## src/rtl/square_select_ctrl.sv

```systemverilog
// Tic-tac-toe square selection: turns mouse clicks on a 3x3 screen grid into
// alternating blue/yellow marks and reports win/draw.
module square_select_ctrl #(
    parameter bit FIRST_PLAYER = 1'b0,
    parameter int MOUSE_W      = 12
) (
    input  logic               pclk,
    input  logic               rst,
    input  logic [MOUSE_W-1:0] mouse_xpos,
    input  logic [MOUSE_W-1:0] mouse_ypos,
    input  logic               mouse_left,
    input  logic               start_en,
    input  logic               choice_en,
    input  logic               new_game,
    output logic [8:0]         square,
    output logic [8:0]         square_color,
    output logic               turn,
    output logic               game_over,
    output logic [1:0]         winner
);

    typedef enum logic [2:0] {IDLE, WAIT_CLICK, DECODE, PLACE, CHECK, OVER} state_t;

    // Row, column and diagonal masks over the row-major board.
    localparam logic [8:0] LINES [8] = '{
        9'b000000111, 9'b000111000, 9'b111000000,
        9'b001001001, 9'b010010010, 9'b100100100,
        9'b100010001, 9'b001010100
    };

    state_t             state_q, state_d;
    logic               mouse_left_q, mouse_left_d;
    logic [MOUSE_W-1:0] x_q, x_d, y_q, y_d;
    logic [3:0]         idx_q, idx_d;
    logic [8:0]         square_q, square_d, color_q, color_d;
    logic               turn_q, turn_d, game_over_q, game_over_d;
    logic [1:0]         winner_q, winner_d;

    logic        click, accept;
    logic [31:0] x_ext, y_ext;
    logic        col_ok, row_ok;
    logic [1:0]  col_sel, row_sel;
    logic [3:0]  dec_idx;
    logic [7:0]  line_blue, line_yellow;
    logic        blue_win, yellow_win;

    assign mouse_left_d = mouse_left;
    assign click        = mouse_left & ~mouse_left_q;
    assign accept       = click & ~choice_en;

    // Grid decode of the coordinates latched at the click; gaps are grid lines.
    always_comb begin
        x_ext   = 32'(x_q);
        y_ext   = 32'(y_q);
        col_ok  = 1'b1;
        col_sel = 2'd0;
        if (x_ext <= 339)                      col_sel = 2'd0;
        else if (x_ext >= 344 && x_ext <= 679)  col_sel = 2'd1;
        else if (x_ext >= 684 && x_ext <= 1023) col_sel = 2'd2;
        else                                    col_ok  = 1'b0;
        row_ok  = 1'b1;
        row_sel = 2'd0;
        if (y_ext <= 251)                      row_sel = 2'd0;
        else if (y_ext >= 256 && y_ext <= 507)  row_sel = 2'd1;
        else if (y_ext >= 512 && y_ext <= 767)  row_sel = 2'd2;
        else                                    row_ok  = 1'b0;
        dec_idx = {2'b00, row_sel} * 4'd3 + {2'b00, col_sel};
    end

    generate
        for (genvar gi = 0; gi < 8; gi++) begin : g_line
            assign line_blue[gi]   = ((square_q & LINES[gi]) == LINES[gi]) &&
                                     ((color_q & LINES[gi]) == 9'd0);
            assign line_yellow[gi] = ((square_q & LINES[gi]) == LINES[gi]) &&
                                     ((color_q & LINES[gi]) == LINES[gi]);
        end
    endgenerate

    assign blue_win   = |line_blue;
    assign yellow_win = |line_yellow;

    always_comb begin
        state_d     = state_q;
        x_d         = x_q;
        y_d         = y_q;
        idx_d       = idx_q;
        square_d    = square_q;
        color_d     = color_q;
        turn_d      = turn_q;
        game_over_d = game_over_q;
        winner_d    = winner_q;
        if (new_game) begin
            state_d     = IDLE;
            square_d    = 9'd0;
            color_d     = 9'd0;
            turn_d      = FIRST_PLAYER;
            game_over_d = 1'b0;
            winner_d    = 2'b00;
        end else if (!start_en) begin
            state_d = IDLE;
        end else begin
            case (state_q)
                // A finished board stays finished until new_game.
                IDLE:       state_d = game_over_q ? OVER : WAIT_CLICK;
                WAIT_CLICK: if (accept) begin
                    state_d = DECODE;
                    x_d     = mouse_xpos;
                    y_d     = mouse_ypos;
                end
                DECODE: begin
                    if (col_ok && row_ok && !square_q[dec_idx]) begin
                        idx_d   = dec_idx;
                        state_d = PLACE;
                    end else begin
                        state_d = WAIT_CLICK;
                    end
                end
                PLACE: begin
                    square_d[idx_q] = 1'b1;
                    color_d[idx_q]  = turn_q;
                    turn_d          = ~turn_q;
                    state_d         = CHECK;
                end
                CHECK: begin
                    if (blue_win || yellow_win || (&square_q)) begin
                        game_over_d = 1'b1;
                        winner_d    = yellow_win ? 2'b10 : (blue_win ? 2'b01 : 2'b11);
                        state_d     = OVER;
                    end else begin
                        state_d = WAIT_CLICK;
                    end
                end
                OVER:    state_d = OVER;
                default: state_d = IDLE;
            endcase
        end
    end

    always_ff @(posedge pclk or posedge rst) begin
        if (rst) begin
            state_q      <= IDLE;
            mouse_left_q <= 1'b0;
            x_q          <= '0;
            y_q          <= '0;
            idx_q        <= 4'd0;
            square_q     <= 9'd0;
            color_q      <= 9'd0;
            turn_q       <= FIRST_PLAYER;
            game_over_q  <= 1'b0;
            winner_q     <= 2'b00;
        end else begin
            state_q      <= state_d;
            mouse_left_q <= mouse_left_d;
            x_q          <= x_d;
            y_q          <= y_d;
            idx_q        <= idx_d;
            square_q     <= square_d;
            color_q      <= color_d;
            turn_q       <= turn_d;
            game_over_q  <= game_over_d;
            winner_q     <= winner_d;
        end
    end

    assign square       = square_q;
    assign square_color = color_q;
    assign turn         = turn_q;
    assign game_over    = game_over_q;
    assign winner       = winner_q;

endmodule
```

## config.mk

```make
export PLATFORM = sky130hd
export DESIGN_NAME = square_select_ctrl
export DESIGN_NICKNAME = d
export VERILOG_FILES = /design/src/rtl/square_select_ctrl.sv
export SDC_FILE = /design/constraint.sdc
export NUM_CORES = 1
export LEC_CHECK = 0
export ABC_AREA = 1
export BUFFER_PORTS_ARGS = -buffer_cell sky130_fd_sc_hd__buf_2
export CORE_AREA = 8 8 78 80
export DETAILED_ROUTE_END_ITERATION = 6
export DIE_AREA = 0 0 86 88
export PLACE_DENSITY = 0.92
export SKIP_CTS_REPAIR_TIMING = 1
export SLEW_MARGIN = 5
export SYNTH_ARGS = -nofsm -noshare
export SYNTH_HDL_FRONTEND = slang
export SYNTH_SLANG_ARGS = --single-unit
```

## constraint.sdc

```tcl
create_clock -name pclk -period 6.5 [get_ports pclk]
set_input_delay 1.3 -clock pclk [delete_from_list [all_inputs] [get_ports pclk]]
set_output_delay 1.3 -clock pclk [all_outputs]
set_load 0.01 [all_outputs]
```

==> impl_metrics.sql <==
INSERT INTO impl_metrics (metric_group, metric, value, unit) VALUES
('run_status', 'run_status', 'complete, no violations', ''),
('critical_path', 'setup.worst_path.start_class', 'register', ''),
('clock_network', 'numCtsBuffers', '5', ''),
('critical_path', 'setup.reg_to_reg.worst_slack', '3.32', 'ns'),
('detailed_routing', 'avgViaCountPerCell', '5.22', ''),
('critical_path', 'cp-end-kind', 'register', ''),
('detailed_routing', 'route.final.wire_length', '6360', 'um'),
('timing', 'number_of_hold_violations_in_the_final_report', '0', ''),
('clock_network', 'ctsLongestPathBuffers', '2', ''),
('critical_path', 'worst_ep_arrival_time', '3.39', 'ns'),
('yosys', 'synth_fp_nets', '388', ''),
('detailed_routing', 'drt_drc_violations_left', '0', ''),
('yosys', 'synth-simple-area-share', '0.274', ''),
('cells_and_area', 'final_common_cell', 'sky130_fd_sc_hd__nand2_1', ''),
('critical_path', 'worst-r2r-cell-count', '18', ''),
('timing', 'final-setup-viol-count', '0', ''),
('placement', 'place.detailed.hpwl', '4810', 'um'),
('yosys', 'synth.distinct_cells', '27', ''),
('cells_and_area', 'design.final.nets', '435', ''),
('clock_network', 'tritoncts', 'yes', ''),
('power', 'pwr_density_cell', '253', 'mW/mm2'),
('cells_and_area', 'most_frequent_cells_in_the_layout', '73 x sky130_fd_sc_hd__nand2_1, 52 x sky130_fd_sc_hd__inv_1, 50 x sky130_fd_sc_hd__dfrtp_1, 47 x sky130_fd_sc_hd__buf_2, 46 x sky130_fd_sc_hd__nor2_1', ''),
('floorplan', 'die_height', '88', 'um'),
('critical_path', 'reg2reg_from', 'y_q[11]', ''),
('critical_path', 'required', '6.71', 'ns'),
('grt', 'via_count_of_the_first_global_routing_pass', '2394', ''),
('grt', 'grt_remaining_overflow', '0', ''),
('yosys', 'synth.avg_cell_area', '7.92', 'um2'),
('yosys', 'post_synth_inst_count', '354', ''),
('critical_path', 'critical_path_s_largest_stage_delay', '0.51', 'ns'),
('clock_network', 'insertion_delay', '0.31', 'ns'),
('cells_and_area', 'filler_cell_count', '432', ''),
('floorplan', 'io-pin-count', '52', ''),
('cells_and_area', 'areaGrowthSynthToFinish', '13.4', '%'),
('critical_path', 'critical_path.cell_chain', 'or2_2 > nor2_1 > o21ai_0 > nor2_1 > inv_1 > fa_1 > inv_1 > ha_1 > inv_1 > fa_1 > inv_1 > nand3_1 > nand3_1 > nand2_1 > inv_2 > nand3_2 > nand2_1 > nand2_1', ''),
('yosys', 'synth_top_family_by_area', 'simple AND/OR/NAND/NOR gates', ''),
('critical_path', 'biggest_fanout_along_the_worst_timing_path', '6', ''),
('cells_and_area', 'share_of_cells_above_drive_strength_1', '0.201', ''),
('floorplan', 'row_count', '26', ''),
('detailed_routing', 'first_iter_violations', '159', ''),
('yosys', 'synth_area_in_compound_gates', '0.0933', ''),
('timing', 'final.setup.worst_slack', '3.32', 'ns'),
('timing', 'setup-tns-final', '0', 'ns'),
('timing', 'fmax', '315', 'MHz'),
('timing', 'clock_skew', '0.0121', 'ns'),
('timing', 'rsz0062_at_grt', 'false', ''),
('critical_path', 'crit_family', 'adder cells', ''),
('timing', 'worst_slew_slack_as_a_fraction_of_its_limit', '0.249', ''),
('hold_path', 'worst_hold_path.num_cells', '2', ''),
('yosys', 'seq_cells_post_synth', '50', ''),
('timing', 'portion_of_the_clock_cycle_consumed_by_the_worst_path_in_the_final_layout', '0.489', ''),
('grt', 'grt.total_usage', '0.178', ''),
('clock_network', 'cell_chosen_for_the_clock_root', 'sky130_fd_sc_hd__clkbuf_8', ''),
('yosys', 'syn_area', '0.00280', 'mm2'),
('yosys', 'synth_xor_xnor_area_share', '0', ''),
('floorplan', 'die_x', '86', 'um'),
('job', 'maxCapViolCount', '0', ''),
('yosys', 'synth-seq-area-share', '0.446', ''),
('critical_path', 'worst-path-buf-inv', '5', ''),
('yosys', 'adder_cell_share_of_the_synthesized_area', '0.0232', ''),
('yosys', 'ys.warnings.count', '0', ''),
('clock_network', 'clkSinkCount', '50', ''),
('clock_network', 'htreeDepth', '2', ''),
('power', 'ir_drop', '0.000163', 'V'),
('detailed_routing', 'route.vias.total', '2465', ''),
('grt', 'wire_length_of_the_first_global_routing_pass', '10700', 'um'),
('grt', 'grt_antenna_before_repair', '0', ''),
('grt', 'largest_net_degree_at_the_start_of_global_routing', '51', ''),
('cells_and_area', 'antenna_cells', '0', ''),
('detailed_routing', 'post_detailed_route_wirelength_per_cell', '13.5', 'um'),
('floorplan', 'initial_core_util', '0.571', '');
[layer usage]
metal,GRT usage,routed length (um),up-vias
met1,0.201,2700,1128
met4,0.0844,163,0
met2,0.303,3090,83
li1,-,-,1239
met3,0.0507,406,15
met5,0,0,-
[logic make-up (layout without fill, tap and decap cells)]
| logic type | count (synthesis) | count (layout) |
|---|---|---|
| AOI/OAI and AO/OA | 50 | 50 |
| adders and majority gates | 4 | 4 |
| buffers and inverters | 62 | 110 |
| DFF | 50 | 50 |
| muxes | 14 | 14 |
| and+or+nand+nor | 174 | 174 |
[metrics by stage]
stage	cell area, um2	power [mW]	cells	hold slack [ns]	utilization
6_report	3180	0.805	472	0.476	0.647
5_1_grt	3180	0.861	472	0.507	0.647
4_1_cts	3180	0.808	472	0.481	0.647
3_5_place_dp	3080	0.620	464	0.459	0.628
3_3_place_gp	3080	0.605	464	0.453	0.628
2_1_floorplan	2800	0.554	354	0.473	-
[flip-flops by register name, summed over array words and instances, names as in the netlist]
name,cells
winner,2
square,9
turn,1
idx_q,4
state_q,3
x_q,10
y_q,10
mouse_left_q,1
square_color,9
game_over,1
[power by group]
part | internal, mW | switching (mW) | leakage, nW | total [mW]
Combinational | 0.0945 | 0.136 | 1.03 | 0.231
Clock | 0.0856 | 0.102 | 0.0472 | 0.187
Sequential | 0.347 | 0.0398 | 0.656 | 0.387
Total | 0.528 | 0.278 | 1.73 | 0.805
[synthesized netlist by cell type]
library cell | count | share of area
sky130_fd_sc_hd__nand2_1 | 73 | 0.098
sky130_fd_sc_hd__inv_1 | 53 | 0.071
sky130_fd_sc_hd__dfrtp_1 | 50 | 0.45
sky130_fd_sc_hd__nor2_1 | 46 | 0.062
sky130_fd_sc_hd__a21oi_1 | 30 | 0.054
sky130_fd_sc_hd__nand3_1 | 30 | 0.054
sky130_fd_sc_hd__o21ai_0 | 15 | 0.027
sky130_fd_sc_hd__mux2_4 | 14 | 0.075
sky130_fd_sc_hd__nand4_1 | 8 | 0.018
sky130_fd_sc_hd__nor3_1 | 6 | 0.011
sky130_fd_sc_hd__clkbuf_1 | 3 | 0.0040
sky130_fd_sc_hd__nor2_2 | 3 | 0.0067
sky130_fd_sc_hd__or2_2 | 3 | 0.0067
sky130_fd_sc_hd__buf_6 | 2 | 0.0080
sky130_fd_sc_hd__fa_1 | 2 | 0.014
sky130_fd_sc_hd__ha_1 | 2 | 0.0089
sky130_fd_sc_hd__inv_2 | 2 | 0.0027
sky130_fd_sc_hd__o211ai_1 | 2 | 0.0054
sky130_fd_sc_hd__o31ai_1 | 2 | 0.0054
sky130_fd_sc_hd__buf_1 | 1 | 0.0013
sky130_fd_sc_hd__buf_2 | 1 | 0.0018
sky130_fd_sc_hd__nand3_2 | 1 | 0.0036
sky130_fd_sc_hd__nand3b_1 | 1 | 0.0027
sky130_fd_sc_hd__nor2_4 | 1 | 0.0040
sky130_fd_sc_hd__nor3_4 | 1 | 0.0058
sky130_fd_sc_hd__nor3b_1 | 1 | 0.0027
sky130_fd_sc_hd__o22ai_1 | 1 | 0.0022
[worst reg2reg max path, delay by kind of cell, from the launching register on]
| kind | cells | cell delay [ns] |
|---|---|---|
| adders and majority gates | 3 | 1.14 |
| AOI/OAI and AO/OA | 1 | 0.12 |
| buffers and inverters | 5 | 0.40 |
| DFF | 1 | 0.38 |
| and+or+nand+nor | 9 | 1.05 |
[cell type report]
cell class / instances / area, um2 / share of cell area
clock buffers: 6 / 82.6 / 0.0260
clock inverters: 2 / 12.5 / 0.00394
inverters: 55 / 206 / 0.0649
multi-input cells: 242 / 1300 / 0.410
flip-flops and latches: 50 / 1250 / 0.394
well taps: 70 / 87.6 / 0.0275
repair buffers: 47 / 235 / 0.0740
[worst max path at each step]
stage / endpoint / cells after the start / slack (ns) / from
2_1_floorplan: idx_q[3] / 18 / 3.61 / y_q[11]
3_3_place_gp: x_q[10] / 6 / 3.25 / new_game
3_5_place_dp: x_q[4] / 6 / 3.23 / new_game
4_1_cts: idx_q[3] / 18 / 3.32 / y_q[11]
5_1_grt: idx_q[3] / 18 / 3.07 / y_q[11]
6_report: idx_q[3] / 18 / 3.32 / y_q[11]
(Power assumes the default switching activity.)
